## config.mk

```make
export PLATFORM = sky130hd
export DESIGN_NAME = operand2_imm_encoder
export DESIGN_NICKNAME = d
export VERILOG_FILES = /design/src/rtl/cpu_pkg.sv /design/src/rtl/rotl32.sv /design/src/rtl/operand2_imm_encoder.sv
export SDC_FILE = /design/constraint.sdc
export NUM_CORES = 1
export LEC_CHECK = 0
export ABC_AREA = 1
export BUFFER_PORTS_ARGS = -buffer_cell sky130_fd_sc_hd__buf_2
export CORE_MARGIN = 10
export CORE_UTILIZATION = 60
export DETAILED_ROUTE_END_ITERATION = 7
export GPL_ROUTABILITY_DRIVEN = 1
export PLACE_DENSITY = 0.8
export SETUP_SLACK_MARGIN = 0.02
export SYNTH_ARGS = -nofsm -noshare
export SYNTH_HDL_FRONTEND = slang
export SYNTH_HIERARCHICAL = 1
export SYNTH_SLANG_ARGS = --single-unit
```

## constraint.sdc

```tcl
create_clock -name clk -period 5.2 [get_ports clk]
set_input_delay 0.26 -clock clk [delete_from_list [all_inputs] [get_ports clk]]
set_output_delay 0.26 -clock clk [all_outputs]
set_load 0.02 [all_outputs]
```

## src/rtl/cpu_pkg.sv

```systemverilog
// Shared CPU definitions: operand-2 rotation geometry, encoder FSM states and
// the shift-type codes used by the barrel shifter.
package cpu_pkg;

    localparam int unsigned ROT_STEPS = 16;
    localparam int unsigned IMM8_W    = 8;

    localparam logic [1:0] LSL = 2'b00;
    localparam logic [1:0] LSR = 2'b01;
    localparam logic [1:0] ASR = 2'b10;
    localparam logic [1:0] ROR = 2'b11;

    typedef enum logic [1:0] {
        IDLE,
        SEARCH,
        DONE
    } state_e;

endpackage

```

## src/rtl/rotl32.sv

```systemverilog
// Combinational 32-bit rotate-left by a 5-bit amount.
module rotl32 (
    input  logic [31:0] data_i,
    input  logic [4:0]  amt_i,
    output logic [31:0] data_o
);

    // A shift by 32 yields zero, so amt_i == 0 leaves data_i untouched.
    assign data_o = (data_i << amt_i) | (data_i >> (6'd32 - {1'b0, amt_i}));

endmodule

```

## src/rtl/operand2_imm_encoder.sv

```systemverilog
// Iterative operand-2 immediate encoder: finds {rot, imm8} with
// ROR(imm8, 2*rot) == value (or ~value), testing one rotation per clock.
module operand2_imm_encoder
    import cpu_pkg::*;
#(
    parameter bit ENABLE_INVERT = 1'b1,
    parameter bit EARLY_EXIT    = 1'b1
) (
    input  logic        clk,
    input  logic        rst_n,
    input  logic        in_valid,
    output logic        in_ready,
    input  logic [31:0] in_value,
    output logic        out_valid,
    input  logic        out_ready,
    output logic        out_encodable,
    output logic        out_inverted,
    output logic [11:0] out_imm12,
    output logic [4:0]  out_cycles
);

    localparam int unsigned KW = $clog2(ROT_STEPS);
    localparam logic [KW-1:0] KLast = KW'(ROT_STEPS - 1);

    state_e        state_q, state_d;
    logic [31:0]   val_q, val_d;
    logic [KW-1:0] k_q, k_d;
    logic          ready_q, ready_d;
    logic          found_q, found_d;
    logic          hold_inv_q, hold_inv_d;
    logic [11:0]   hold_imm_q, hold_imm_d;
    logic          enc_q, enc_d;
    logic          inv_q, inv_d;
    logic [11:0]   imm_q, imm_d;
    logic [4:0]    cyc_q, cyc_d;

    logic [31:0] p_rot, n_rot;
    logic        plain_hit, inv_hit, hit;
    logic [11:0] cur_imm;

    rotl32 u_rot_plain (
        .data_i (val_q),
        .amt_i  ({k_q, 1'b0}),
        .data_o (p_rot)
    );

    rotl32 u_rot_inv (
        .data_i (~val_q),
        .amt_i  ({k_q, 1'b0}),
        .data_o (n_rot)
    );

    assign plain_hit = (p_rot[31:IMM8_W] == '0);
    assign inv_hit   = ENABLE_INVERT && (n_rot[31:IMM8_W] == '0);
    assign hit       = plain_hit | inv_hit;
    // Plain wins over inverted at the same rotation.
    assign cur_imm   = {k_q, plain_hit ? p_rot[IMM8_W-1:0] : n_rot[IMM8_W-1:0]};

    always_comb begin
        state_d    = state_q;
        val_d      = val_q;
        k_d        = k_q;
        found_d    = found_q;
        hold_inv_d = hold_inv_q;
        hold_imm_d = hold_imm_q;
        enc_d      = enc_q;
        inv_d      = inv_q;
        imm_d      = imm_q;
        cyc_d      = cyc_q;

        unique case (state_q)
            IDLE: begin
                if (in_valid && ready_q) begin
                    val_d   = in_value;
                    k_d     = '0;
                    found_d = 1'b0;
                    state_d = SEARCH;
                end
            end
            SEARCH: begin
                // Sticky first hit; only consulted when the search runs to the end.
                if (hit && !found_q) begin
                    found_d    = 1'b1;
                    hold_imm_d = cur_imm;
                    hold_inv_d = !plain_hit;
                end
                if ((EARLY_EXIT && hit) || (k_q == KLast)) begin
                    state_d = DONE;
                    enc_d   = found_q | hit;
                    inv_d   = found_q ? hold_inv_q : (hit && !plain_hit);
                    imm_d   = found_q ? hold_imm_q : (hit ? cur_imm : 12'h000);
                    cyc_d   = {1'b0, k_q} + 5'd1;
                end else begin
                    k_d = k_q + 1'b1;
                end
            end
            DONE: begin
                if (out_ready) begin
                    state_d = IDLE;
                end
            end
            default: state_d = IDLE;
        endcase

        ready_d = (state_d == IDLE);
    end

    always_ff @(posedge clk or negedge rst_n) begin
        if (!rst_n) begin
            state_q    <= IDLE;
            val_q      <= '0;
            k_q        <= '0;
            ready_q    <= 1'b0;
            found_q    <= 1'b0;
            hold_inv_q <= 1'b0;
            hold_imm_q <= '0;
            enc_q      <= 1'b0;
            inv_q      <= 1'b0;
            imm_q      <= '0;
            cyc_q      <= '0;
        end else begin
            state_q    <= state_d;
            val_q      <= val_d;
            k_q        <= k_d;
            ready_q    <= ready_d;
            found_q    <= found_d;
            hold_inv_q <= hold_inv_d;
            hold_imm_q <= hold_imm_d;
            enc_q      <= enc_d;
            inv_q      <= inv_d;
            imm_q      <= imm_d;
            cyc_q      <= cyc_d;
        end
    end

    assign in_ready      = ready_q;
    assign out_valid     = (state_q == DONE);
    assign out_encodable = enc_q;
    assign out_inverted  = inv_q;
    assign out_imm12     = imm_q;
    assign out_cycles    = cyc_q;

endmodule

```

# Yosys cells after proc, flatten, opt, wreduce, memory -nomap -nowiden

Cells that the tools add are included.

Flip-flop bits (word level): 72
Bits of input ports: 36
Word-level logic and storage cells: 59

Add/subtract/negate cells: 3
Equality and inequality tests: 6
Shift operators: 4
Muxes and demuxes: 14
Bitwise gates (word level): 5
Reductions and logical operators: 16

Operators by type and width:

| operator                                                           | count |
|---|---|
| 32-bit bitwise OR                                                  | 2 |
| 32-bit by 5-bit << shifter with 32-bit output                      | 2 |
| 32-bit by 6-bit >> shifter with 32-bit output                      | 2 |
| 24-bit zero test                                                   | 2 |
| 32-bit inverter                                                    | 1 |
| 12-bit 2-to-1 mux                                                  | 2 |
| 4-bit 2-to-1 mux                                                   | 2 |
| 8-bit 2-to-1 mux                                                   | 1 |
| 4-bit one-hot mux with 2 select lines                              | 1 |
| 2-bit 2-to-1 mux                                                   | 3 |
| 2-bit inequality test (second input constant)                      | 3 |
| 2-bit one-hot mux with 3 select lines                              | 1 |
| 2-bit AND reduction                                                | 3 |
| 3-bit AND reduction                                                | 2 |
| 6-bit by 5-bit subtractor with 6-bit output (first input constant) | 1 |
| 4-bit by 1-bit adder with 5-bit output (second input constant)     | 1 |
| 4-bit by 1-bit adder with 4-bit output (second input constant)     | 1 |
| 4-bit == test (second input constant)                              | 1 |
| 2-bit zero test                                                    | 2 |
| 1-bit logical AND                                                  | 3 |
| 1-bit 2-to-1 mux                                                   | 3 |
| 2-bit by 1-bit == test with 1-bit output (second input constant)   | 1 |
| 2-bit == test (second input constant)                              | 1 |
| 1-bit zero test                                                    | 2 |
| 4 further kinds                                                    | 5 |

# Logic depth before layout (Yosys ltp)

Depth after elaboration: 9
Mapped depth: 23
Mapped depth without buffers: 19

# Modules after synthesis

Netlist, hierarchy kept.

By module, submodules not included:

| module               | times used | cells an instance | area each (µm²) |
|---|---|---|---|
| rotl32               | 2          | 636               | 3234.4 |
| operand2_imm_encoder | 1          | 436               | 3434.5 |

# Least setup slack after synthesis

OpenSTA, ideal clock, no wires.

Kind: reg-to-reg
From: register k_q[0]
To: register imm_q[10], in the netlist out_imm12[10]
Data arrival time: 3152 ps
Data required time: 5084 ps
Setup slack: 1932 ps
Stages on the path, launching flop included: 19
Path buffers: 3
Period minus slack after synthesis: 3268 ps
Cell sequence: dfrtp_1 -> inv_2 -> buf_2 -> ha_1 -> clkbuf_1 -> nand3_1 -> nand3_1 -> nand3_2 -> nand3_1 -> nand3_1 -> nor2_1 -> nand2_1 -> nor2_4 -> nand3_4 -> nand3_4 -> nand2_4 -> buf_4 -> nand2_1 -> nand2_1

Word-level cells in the longest chain between the ends: 7

RTL lines:

| what                                                            | RTL line                                               | source |
|---|---|---|
| start: declaration                                              | operand2_imm_encoder.sv:27                             | `logic [KW-1:0] k_q, k_d;` |
| start signal: assignment                                        | operand2_imm_encoder.sv:124                            | `k_q <= k_d;` |
| 6-bit by 5-bit subtractor with 6-bit output                     | rotl32.sv:9                                            | `assign data_o = (data_i << amt_i) \| (data_i >> (6'd32 - {1'b0, amt_i}));` |
| 32-bit by 6-bit >> shifter with 32-bit output                   | rotl32.sv:9                                            |  |
| 32-bit bitwise OR (*)                                           | rotl32.sv:9                                            |  |
| net p_rot[21]                                                   | operand2_imm_encoder.sv:37                             | `logic [31:0] p_rot, n_rot;` |
| 24-bit zero test (*)                                            | operand2_imm_encoder.sv:53                             | `assign plain_hit = (p_rot[31:IMM8_W] == '0);` |
| 1-bit bitwise OR (*)                                            | operand2_imm_encoder.sv:55                             | `assign hit = plain_hit \| inv_hit;` |
| 12-bit 2-to-1 mux / 1-bit logical OR (equally long branches)    | operand2_imm_encoder.sv:91, operand2_imm_encoder.sv:87 |  |
| 12-bit 2-to-1 mux / 2-bit AND reduction (equally long branches) | -                                                      |  |
| end signal: assignment                                          | operand2_imm_encoder.sv:131                            | `imm_q <= imm_d;` |
| end: declaration                                                | operand2_imm_encoder.sv:34                             | `logic [11:0] imm_q, imm_d;` |

Mark *: on every way through the listed nets, which the timed path passes. The rest lies on a longest branch.
A chain may end at the register's enable or synchronous reset.

# Worst setup path after layout

From: register k_q[1]
To: register imm_q[9], in the netlist out_imm12[9]

The elaborated chain is that of the path after synthesis.

==> flow_summary_export.csv <==
group,metric,value,unit
status,status,"complete, but fails checks",
status,violations,"DRC",
cts,cts_hold_buffers,0,
placed_design,place_congestion,1.06,
detailed_routing,drc,8,
global_routing,grt.overflow.total,0,
pwr,switching_share,0.645,
pwr,p_sw,5.45,mW
floorplanning,io_pins,57,
timing,finalSetupViolations,0,
global_routing,use_met3,0.0692,
cts,cts_tree,"done",
cts,numCtsBuffers,9,
detailed_routing,drtPass1Iterations,8,
detailed_routing,routedWlPerCell,21.8,um
cts,cts_resized,0,
synthesis,synth-simple-area-share,0.666,
cts,worstSkewPairLatency,350,ps
setup_path,worstPathCellList,"inv_2 -> nand3_2 -> xor2_2 -> nor2_4 -> nand3_1 -> nand3_1 -> nor2_1 -> nand2_1 -> nor2_4 -> nand3_4 -> nand3_4 -> nand2_4 -> clkinv_4 -> nand2_1 -> nand2_1",
setup_path,cpPeakStageDelay,970,ps
synthesis,synth_cell_types,33,
final_layout,final_nets,1716,
timing,tns,0,ps
timing,maxSlewHeadroom,0.384,
synthesis,synthCells,1708,
cts,clk_pin_slew,70,ps
timing,rsz0062_at_grt,"no",
setup_path,critPathTopFamily,"simple AND/OR/NAND/NOR gates",
setup_path,slowest_stage,"dfrtp_2",
global_routing,grt_pass1_wl,65200,um
timing,timing.fmax,0.231,GHz
timing,holdWs,26.5,ps
floorplanning,rows,46,
global_routing,gr-usage-met2,0.605,
global_routing,antenna_found_initial,0,
timing,hold_violations,0,
synthesis,synth_top_area_frac,0.420,
setup_path,cp-end-kind,"flip-flop",
placed_design,place_ws,1040,ps
timing,setup_ws,872,ps
global_routing,grt_pass1_vias,12000,
pwr,leakagePower,4.92,nW
pwr,p_seq_frac,0.123,
global_routing,grt_usage,0.367,
pwr,intPower,3.01,mW
timing,worstMarginPinSlew,923,ps
final_layout,drive_gt1_frac,0.103,
timing,min_period,4330,ps
detailed_routing,ant_nets,0,
timing,post-route-period-util,0.832,
synthesis,yosys_warnings,6,
synthesis,synth_area,9900,um^2
detailed_routing,avgViaCountPerCell,6.95,
global_routing,busiest_layer,"met2",
synthesis,synth-seq-cells,72,
global_routing,met1_usage,0.447,
synthesis,synth-compound-area-share,0.0347,
timing,fin_worst_skew,12.5,ps
synthesis,synth_fa_ha_area_frac,0.00379,
synthesis,synth_top_family_by_area,"simple AND/OR/NAND/NOR gates",
setup_path,arrival,4560,ps
synthesis,yosys-top-cells-area,"nand3_1 42%, dfrtp_1 18%, nand2_1 14%",
cts,cts_root_buffer,"clkbuf_16",
cts,cts.path.max_buffers,2,
floorplanning,start_util,0.617,
cts,cts_sinks,72,
hold_path,holdCritPathClass,"in -> async",
flow_run,cap_viol_max_count,0,
setup_path,path_max_fanout,39,
cts,cts-htree-levels,3,
placed_design,dp_hpwl,29900,um
floorplanning,core_area,16100,um^2
setup_path,path_class,"reg -> reg",
final_layout,area_growth,2.77,%
synthesis,yosysSeqAreaShare,0.182,
synthesis,synth_xor_area_frac,0.00682,
setup_path,critPathMostFrequentCell,"nand2_1",
setup_path,ff2ff_setup_slack,870,ps
final_layout,diodes,0,
floorplanning,die_x,148,um
synthesis,synth_largest_area_cell,"nand3_1",
global_routing,grt_max_degree,73,
placed_design,port_buffers,56,
cts,cts_setup_buffers,0,
pwr,clockPowerShare,0.073,
setup_path,worst_setup_path_start_kind,"flip-flop",
pwr,pwr-share-comb,0.804,
synthesis,avgSynthCellArea,5.80,um^2
setup_path,required,5430,ps
detailed_routing,wl,41400,um
detailed_routing,vias,13200,
pwr,ir_drop,524,uV
pwr,powerDensity,831,nW/um^2
setup_path,crit_buf_inv,2,
floorplanning,die_area,22000,um^2
synthesis,synthMuxAreaShare,0,
detailed_routing,drt_iter0_drc,2639,
timing,slew_viol_final,0,
floorplanning,fp.dieH,148,um
-- metal layers --
metal / routed length (um) / share of wire / up-vias
met5: 0 / 0 / -
met3: 4930 / 0.12 / 261
met1: 14700 / 0.35 / 5978
met4: 2830 / 0.068 / 0
li1: - / - / 5870
met2: 19000 / 0.46 / 1083
-- through the flow --
step / utilization / cells / power [mW] / instance area (um^2)
CTS: 0.634 / 1898 / 8.01 / 10200
detailed placement: 0.616 / 1882 / 7.38 / 9890
global route: 0.634 / 1898 / 9.03 / 10200
floorplan: - / 1709 / 5.87 / 9910
global placement: 0.616 / 1882 / 7.34 / 9890
finish: 0.634 / 1898 / 8.46 / 10200
-- final timing paths --
kind,from,end,depth (start not counted)
max reg2reg,k_q[1],out_imm12[9],15
max,k_q[1],out_imm12[9],15
min reg2reg,out_cycles[3],out_cycles[3],2
min,rst_n,val_q[20],1
max in group asynchronous,rst_n,k_q[0],1
min in group clk,in_value[4],val_q[4],3
-- Yosys cell counts (all sizes together) --
cell type,number
nand3,864
nand2,382
dfrtp,72
inv,82
nand4,19
conb,1
buf,82
ha,3
clkinv,1
o31ai,2
clkbuf,37
nor2,95
xor2,5
xnor2,1
o21ai,54
a21oi,8
-- worst register-to-register path: stages, from the launching register on --
cell and delay [ps]:
dfrtp_2 970, inv_2 530, nand3_2 250, xor2_2 150, nor2_4 640, nand3_1 250
nand3_1 150, nor2_1 50, nand2_1 120, nor2_4 100, nand3_4 200, nand3_4 180
nand2_4 270, clkinv_4 170, nand2_1 120, nand2_1 70
-- cells by family (layout without fill, tap and decap cells) --
group,Yosys count,after routing
compound gates,64,64
fa+ha+maj,3,3
other cells,1,2
xor+xnor,6,6
simple gates,1360,1360
flops,72,72
buf+inv,202,175
-- layout make-up --
cell class / count / area, um^2
Clock inverter: 7 / 63.8
Sequential cell: 72 / 1810
Multi-Input combinational cell: 1435 / 7050
Fill cell: 1580 / 5880
Tap cell: 216 / 270
Inverter: 83 / 327
Clock buffer: 9 / 225
Timing Repair Buffer: 76 / 433
-- power by group through the flow --
stage / combinational (mW) / sequential (mW) / clock (mW)
6_report: 6.80 / 1.04 / 0.614
5_1_grt: 7.34 / 1.06 / 0.637
4_1_cts: 6.37 / 1.02 / 0.614
3_5_place_dp: 6.35 / 1.03 / 0
3_3_place_gp: 6.32 / 1.02 / 0
2_1_floorplan: 4.94 / 0.939 / 0
-- registers in the layout (all words and copies together) (netlist names) --
register / count
out_cycles: 5
found_q: 1
out_imm12: 12
hold_imm_q: 12
val_q: 32
k_q: 4
in_ready: 1
out_inverted: 1
state_q: 2
hold_inv_q: 1
out_encodable: 1
-- layout by cell type, fill, tap and decap left out, types with 3 or more instances in the layout --
master / instances
nand3_2: 30
dfrtp_2: 3
ha_1: 3
nand2_2: 6
clkinv_4: 3
nor2_2: 5
nor2_1: 81
o21ai_2: 5
nor2_4: 7
xor2_1: 3
o21ai_0: 38
inv_1: 72
clkbuf_16: 9
o21ai_1: 11
inv_2: 8
dfrtp_1: 69
inv_6: 3
nand3_1: 832
buf_2: 55
buf_4: 21
a21oi_1: 8
nand4_1: 18
nand2_1: 368
nand2_4: 8
No activity file was read; power rests on OpenSTA's default activity.
